[config.mk]
export PLATFORM = sky130hd
export DESIGN_NAME = mod4051_reduce_ctrl
export DESIGN_NICKNAME = d
export VERILOG_FILES = /design/src/rtl/mod4051_reduce_ctrl.sv
export SDC_FILE = /design/constraint.sdc
export NUM_CORES = 1
export LEC_CHECK = 0
export BUFFER_PORTS_ARGS = -buffer_cell sky130_fd_sc_hd__buf_2
export CAP_MARGIN = 20
export CORE_MARGIN = 1
export CORE_UTILIZATION = 45
export DETAILED_ROUTE_END_ITERATION = 12
export GPL_TIMING_DRIVEN = 1
export MAX_ROUTING_LAYER = met4
export PLACE_DENSITY = 0.79
export SYNTH_ARGS = -nofsm -noshare
export SYNTH_HDL_FRONTEND = slang
export SYNTH_SLANG_ARGS = --single-unit
[constraint.sdc]
create_clock -name clk -period 12.8 [get_ports clk]
set_clock_uncertainty 0.05 [all_clocks]
set_input_delay 2.56 -clock clk [delete_from_list [all_inputs] [get_ports clk]]
set_output_delay 2.56 -clock clk [all_outputs]
set_load 0.1 [all_outputs]
[src/rtl/mod4051_reduce_ctrl.sv]
// Sequential X mod 4051 reducer: walks X in 6-bit chunks through an external residue LUT.
// Optional zero-chunk skipping is enabled by defining MOD4051_SKIP_ZERO_EN.
module mod4051_reduce_ctrl #(
  parameter int unsigned X_WIDTH = 300
) (
  input  logic               clk,
  input  logic               rst,
  input  logic               in_valid,
  output logic               in_ready,
  input  logic [X_WIDTH-1:0] in_x,
  output logic [5:0]         lut_sel,
  output logic [5:0]         lut_x,
  input  logic [11:0]        lut_z,
  output logic               out_valid,
  input  logic               out_ready,
  output logic [11:0]        out_z,
  output logic               out_err
);

  localparam int unsigned NCHUNK = X_WIDTH / 6;
  localparam logic [5:0]  K_LAST = 6'(NCHUNK - 1);
  localparam logic [12:0] MODV   = 13'd4051;

  typedef enum logic [1:0] {IDLE, RUN, DONE} state_t;

  state_t             state_q, state_d;
  logic [5:0]         k_q, k_d;
  logic [11:0]        acc_q, acc_d;
  logic               err_q, err_d;
  logic [X_WIDTH-1:0] opnd_q, opnd_d;

  logic [5:0]  chunk;
  logic [12:0] sum;
  logic [11:0] acc_red;
  logic        lut_bad;
  logic        last;

  // The operand shifts down one chunk per RUN cycle, so the current chunk is always the low 6 bits.
  assign chunk   = opnd_q[5:0];
  assign sum     = {1'b0, acc_q} + {1'b0, lut_z};
  assign acc_red = (sum >= MODV) ? 12'(sum - MODV) : sum[11:0];
  assign lut_bad = (lut_z >= 12'd4051);

`ifdef MOD4051_SKIP_ZERO_EN
  logic rest_zero;
  assign rest_zero = (opnd_q[X_WIDTH-1:6] == '0);
  assign last      = rest_zero || (k_q == K_LAST);
`else
  assign last      = (k_q == K_LAST);
`endif

  always_ff @(posedge clk or posedge rst) begin
    if (rst) begin
      state_q <= IDLE;
      k_q     <= '0;
      acc_q   <= '0;
      err_q   <= 1'b0;
      opnd_q  <= '0;
    end else begin
      state_q <= state_d;
      k_q     <= k_d;
      acc_q   <= acc_d;
      err_q   <= err_d;
      opnd_q  <= opnd_d;
    end
  end

  // Next-state and datapath update
  always_comb begin
    state_d = state_q;
    k_d     = k_q;
    acc_d   = acc_q;
    err_d   = err_q;
    opnd_d  = opnd_q;
    case (state_q)
      IDLE: begin
        if (in_valid) begin
          opnd_d  = in_x;
          acc_d   = '0;
          err_d   = 1'b0;
          k_d     = '0;
          state_d = RUN;
        end
      end
      RUN: begin
`ifdef MOD4051_SKIP_ZERO_EN
        if (chunk != 6'd0) begin
          acc_d = acc_red;
          err_d = err_q | lut_bad;
        end
`else
        acc_d = acc_red;
        err_d = err_q | lut_bad;
`endif
        opnd_d = opnd_q >> 6;
        if (last) begin
          state_d = DONE;
        end else begin
          k_d = 6'(k_q + 6'd1);
        end
      end
      DONE: begin
        if (out_ready) begin
          state_d = IDLE;
        end
      end
      default: state_d = IDLE;
    endcase
  end

  assign in_ready  = (state_q == IDLE);
  assign out_valid = (state_q == DONE);
  assign out_z     = (state_q == DONE) ? acc_q : 12'd0;
  assign out_err   = (state_q == DONE) & err_q;
  assign lut_sel   = (state_q == RUN) ? k_q : 6'd0;
  assign lut_x     = (state_q == RUN) ? chunk : 6'd0;

endmodule
### Word level (Yosys, flattened, before mapping)

Index checks and enable logic that the tools add are counted.

| storage, ports and cells | value |
|---|---|
| bits in registers | 321 |
| latch bits | 0 |
| RAM bits | 0 |
| memory bits (read-only) | 0 |
| bits of input ports | 316 |
| output and inout port bits | 27 |
| word-level logic and storage cells | 41 |
| memories kept | 0 |

| operators by class | value |
|---|---|
| $add $sub $neg | 3 |
| $mul | 0 |
| div/mod/pow operators | 0 |
| $lt $le $gt $ge | 2 |
| equal/unequal tests | 7 |
| shifts and indexed selects | 0 |
| mux-type cells | 17 |
| bitwise gates (word level) | 2 |
| reduce and logical (&&, ||, !) cells | 5 |

Operators by type and width:

| operator | count |
|---|---|
| $pmux 300 s2 | 1 |
| $mux 300 | 1 |
| $mux 12 | 3 |
| $mux 6 | 4 |
| $pmux 12 s2 | 1 |
| $add 12x12->13 | 1 |
| $ge 13x12->1 const B | 1 |
| $ge 12x12->1 const B | 1 |
| $pmux 6 s2 | 1 |
| $sub 12x12->12 const B | 1 |
| $add 6x1->6 const B | 1 |
| $eq 6x6->1 const B | 1 |
| $mux 2 | 3 |
| $ne 2x2->1 const B | 3 |
| $pmux 2 s3 | 1 |
| $reduce_and 3->1 | 2 |
| $eq 2x1->1 const B | 1 |
| $eq 2x2->1 const B | 1 |
| $logic_not 2->1 | 1 |
| $ne 2x1->1 const B | 1 |
| $pmux 1 s2 | 1 |
| $reduce_and 2->1 | 1 |
| $reduce_bool 2->1 | 1 |
| $and 1x1->1 | 1 |
| other kinds (2) | 2 |

### Depth between registers and ports, before layout

| logic depth | value |
|---|---|
| depth after elaboration | 4 |
| gate-level depth with buffers | 11 |
| mapped depth without buffers | 10 |

### Worst setup path before layout

OpenSTA, ideal clock, no wires.

| timing path | value |
|---|---|
| kind | reg-to-output |
| start | reg state_q[1] |
| end | out out_z[10] |
| arrival time | 2944 ps |
| data required time | 10190 ps |
| setup slack | 7246 ps |
| cell stages (with the launch flop) | 6 |
| buffers on the path | 3 |
| cells stage by stage | dfrtp_1 -> clkbuf_1 -> clkbuf_1 -> nor2b_1 -> clkbuf_1 -> and2_1 |

| between the ends | value |
|---|---|
| word-level cells in the longest chain between the ends | 2 |

RTL lines:

| element | RTL line | source |
|---|---|---|
| start, declared | 26 | `state_t state_q, state_d;` |
| start signal, assigned | 60 | `state_q <= state_d;` |
| $eq 2x2->1 | -- |  |
| net out_valid | 14 | `output logic out_valid,` |
| $mux 12 | 113 | `assign out_z = (state_q == DONE) ? acc_q : 12'd0;` |
| end, declared | 16 | `output logic [11:0] out_z,` |

The timed path passes the listed nets, and every way through them passes these cells.

### Worst setup path in the final report

| timing path | value |
|---|---|
| start | reg state_q[1] |
| end | out lut_sel[3] |

| between the ends | value |
|---|---|
| word-level cells in the longest chain between the ends | 2 |

RTL lines:

| element | RTL line | source |
|---|---|---|
| $eq 2x1->1 | 115 | `assign lut_sel = (state_q == RUN) ? k_q : 6'd0;` |
| $mux 6 | 115 |  |
| end, declared | 11 | `output logic [5:0] lut_sel,` |

No other way between the ends.

==> results.py <==
metrics = {
    "status": {
        "status": "finished, violations left",
        "violations": "max-slew violations",
    },
    "sta": {
        "grt_setup_unrepaired": "no",
        "final.min_clock_period_ns": 6.18,
        "drv_slew": 69,
        "final_hold_viol_count": 0,
        "slew_headroom_pct": -0.857,
        "fmax_mhz": 162,
        "period_share_pct": 48.3,
        "worst_pin_slew_ns": 1.51,
        "finalSetupTns_ns": 0,
        "finalSetupViolations": 0,
    },
    "power_and_ir_drop": {
        "peakVddDrop_v": 0.000217,
        "p_per_area_mw_per_mm2": 251,
        "leakagePower_nw": 8.64,
    },
    "final_layout": {
        "fill_cells": 2862,
        "fin_nets": 2148,
        "drive_gt1_share_pct": 23.3,
        "layout.cells.non_filler": 2307,
        "syn_to_final_growth_pct": 21.3,
    },
    "placed_design": {
        "dp_cells": 2216,
        "port-buffer-count": 342,
        "gp_congestion": 0.868,
        "dp.final_hpwl_mm": 27.3,
    },
    "detailed_routing": {
        "route.detailed.drc": 0,
        "ant_nets": 0,
        "first_pass_iters": 8,
        "via_per_inst": 5.53,
        "wirelength_mm": 41.2,
        "drt-initial-drc-count": 1030,
        "vias": 12800,
        "wl_per_cell_um": 17.9,
    },
    "worst_setup_path": {
        "timing.rr.end": "k_q[1]",
        "start_kind": "register",
        "reg2reg_depth": 7,
        "arrival_ns": 3.57,
        "crit_required_ns": 10.19,
        "slowest_stage": "nor2b_4",
        "crit_start": "state_q[1]",
        "cpLargestDelayFamily": "buffers and inverters",
        "crit_fanout": 65,
        "crit_chain": "nor2b_4, buf_4, and2_1, buf_2",
        "r2r_slack_ns": 8.78,
        "crit_type": "reg2out",
        "worstReg2RegStart": "state_q[1]",
        "max_stage_delay_ns": 0.88,
        "endpoint_kind": "primary output",
        "path_buf_inv": 2,
    },
    "floorplan": {
        "core_mm2": 0.0328,
        "fp.dieW_um": 185,
        "start_util_pct": 46.2,
        "die_h_um": 185,
        "dieArea_mm2": 0.0344,
        "ioPinCount": 343,
        "rows": 66,
    },
    "global_routing": {
        "grt_pass1_vias": 12500,
        "grt_pass1_wl_mm": 64.2,
        "grt_use_total_pct": 24.3,
        "antenna_found_initial": 21,
        "grt-ovfl-total": 0,
        "grt_max_degree": 291,
    },
    "synth": {
        "synthesis.nets": 1884,
        "ys_seq_area_share_pct": 53.0,
        "ys_seq_elements": 321,
        "synth_async_sr_flop_share_pct": 100,
        "synth_edf_count": 0,
        "synth-main-ff-cell": "dfrtp_1",
        "ys_warn_count": 0,
        "yosysUniqueCellTypes": 57,
        "netlist_instances": 1552,
        "syn-mean-instance-area_um2": 9.76,
        "synth_area_mm2": 0.0151,
    },
    "clocking": {
        "cts_resized": 0,
        "clock-sinks": 321,
        "insertion_delay_ns": 0.52,
        "path_clk_slew_ns": 0.06,
        "root_buffer": "clkbuf_16",
        "cts_setup_buffers": 0,
        "hold_buffers": 0,
        "cts_tree": "done",
        "htree_num_levels": 2,
        "cts_buffer_depth": 3,
        "cts-buffers-inserted": 37,
    },
    "hold_path": {
        "min_to": "opnd_q[68]",
        "holdPathStages": 2,
        "min_path_type": "reg2reg",
        "min_from": "opnd_q[68]",
    },
    "run": {
        "maxCapViolations": 0,
    },
}
==> cell usage after synthesis, types with 6 or more instances <==
cell | number | area share, %
dfrtp_1 | 321 | 53
mux2i_1 | 113 | 7.5
nand2_1 | 317 | 7.9
and2_1 | 28 | 1.2
a22oi_1 | 185 | 9.2
o21ai_0 | 309 | 10
ha_1 | 15 | 1.2
xnor2_1 | 6 | 0.35
buf_1 | 23 | 0.57
xor2_1 | 10 | 0.58
nand3_1 | 7 | 0.23
a21o_1 | 7 | 0.35
a22o_1 | 6 | 0.35
clkbuf_1 | 106 | 2.6
nor2_1 | 16 | 0.40
==> logic make-up after synthesis <==
family / count (synthesis) / synth area share (%)
AO/OA/AOI/OAI: 550 / 22.6
XOR/XNOR: 16 / 0.925
adder cells (fa/ha/maj): 16 / 1.37
buffers and inverters: 138 / 3.54
flip-flops: 321 / 53.0
multiplexers: 114 / 7.54
AND/OR/NAND/NOR: 397 / 10.9
==> metal layers <==
layer,up-vias,GRT usage (%),wire length [um]
met2,420,39.1,19900
met4,0,7.24,952
met3,71,7.16,3480
li1,6108,-,-
met1,6169,29.4,16900
met5,-,-,0
==> per-stage QoR <==
step | worst slack, ns | cell area, um^2 | hold slack (ns) | power, mW | util (%)
global placement | 7.13 | 17000 | 0.411 | 3.49 | 52.0
detailed placement | 7.11 | 17000 | 0.420 | 3.59 | 52.0
global route | 6.38 | 18400 | 0.443 | 4.93 | 56.0
floorplan | 1.31 | 15100 | 0.392 | 3.15 | -
finish | 6.62 | 18400 | 0.427 | 4.62 | 56.0
CTS | 6.56 | 18200 | 0.432 | 4.64 | 55.6
==> area by class of cell <==
class	instances	area, um^2	share of cell area, %
Timing Repair Buffer	358	1900	10.3
Multi-Input combinational cell	1093	6600	35.9
Clock inverter	11	118	0.641
Inverter	5	26.3	0.143
Clock buffer	54	1070	5.83
Tap cell	442	553	3.01
Antenna cell	23	57.6	0.313
Sequential cell	321	8040	43.8
==> flip-flops by register name, summed over array words and instances (netlist names) <==
name / cells
state_q: 2
acc_q: 12
err_q: 1
k_q: 6
opnd_q: 300
==> worst register-to-register path: cells and delay by family, from the launching register on <==
kind	cells	cell delay, ns
AND/OR/NAND/NOR	4	1.65
buffers and inverters	2	1.44
AO/OA/AOI/OAI	1	0.08
flip-flops	1	0.72
==> how the worst max path moves through the flow <==
stage | end | slack, ns | depth (start not counted)
3_5_place_dp | lut_sel[3] | 7.11 | 4
4_1_cts | lut_sel[3] | 6.56 | 4
6_report | lut_sel[3] | 6.62 | 4
5_1_grt | lut_sel[3] | 6.38 | 4
3_3_place_gp | lut_sel[3] | 7.13 | 4
2_1_floorplan | acc_q[0] | 1.31 | 1
==> where the power goes <==
part	leakage [nW]	switching (mW)	total, mW	internal (mW)
Combinational	3.98	1.12	1.84	0.726
Sequential	4.08	0.272	1.74	1.46
Clock	0.581	0.415	1.04	0.620
Total	8.64	1.80	4.62	2.81
==> cells in the final DEF, fill, tap and decap left out, types with 5 or more instances in the layout <==
cell type  netlist  layout
nand4_1          5       5
a22o_1           6       6
nand3_1          7       7
buf_2            1     342
nand2_1        317     317
nor2_1          16      16
diode_2          0      23
a22oi_1        185     185
a21o_1           7       7
buf_4            0      12
and2_1          28      28
a21oi_1          5       5
clkbuf_1       106       9
ha_1            15      15
mux2i_1        113     113
xor2_1          10      10
o21ai_0        309     309
dfrtp_1        321     319
xnor2_1          6       6
clkbuf_16        0      37
clkbuf_8         0       8
clkinv_2         0       5
(Power assumes the default switching activity.)
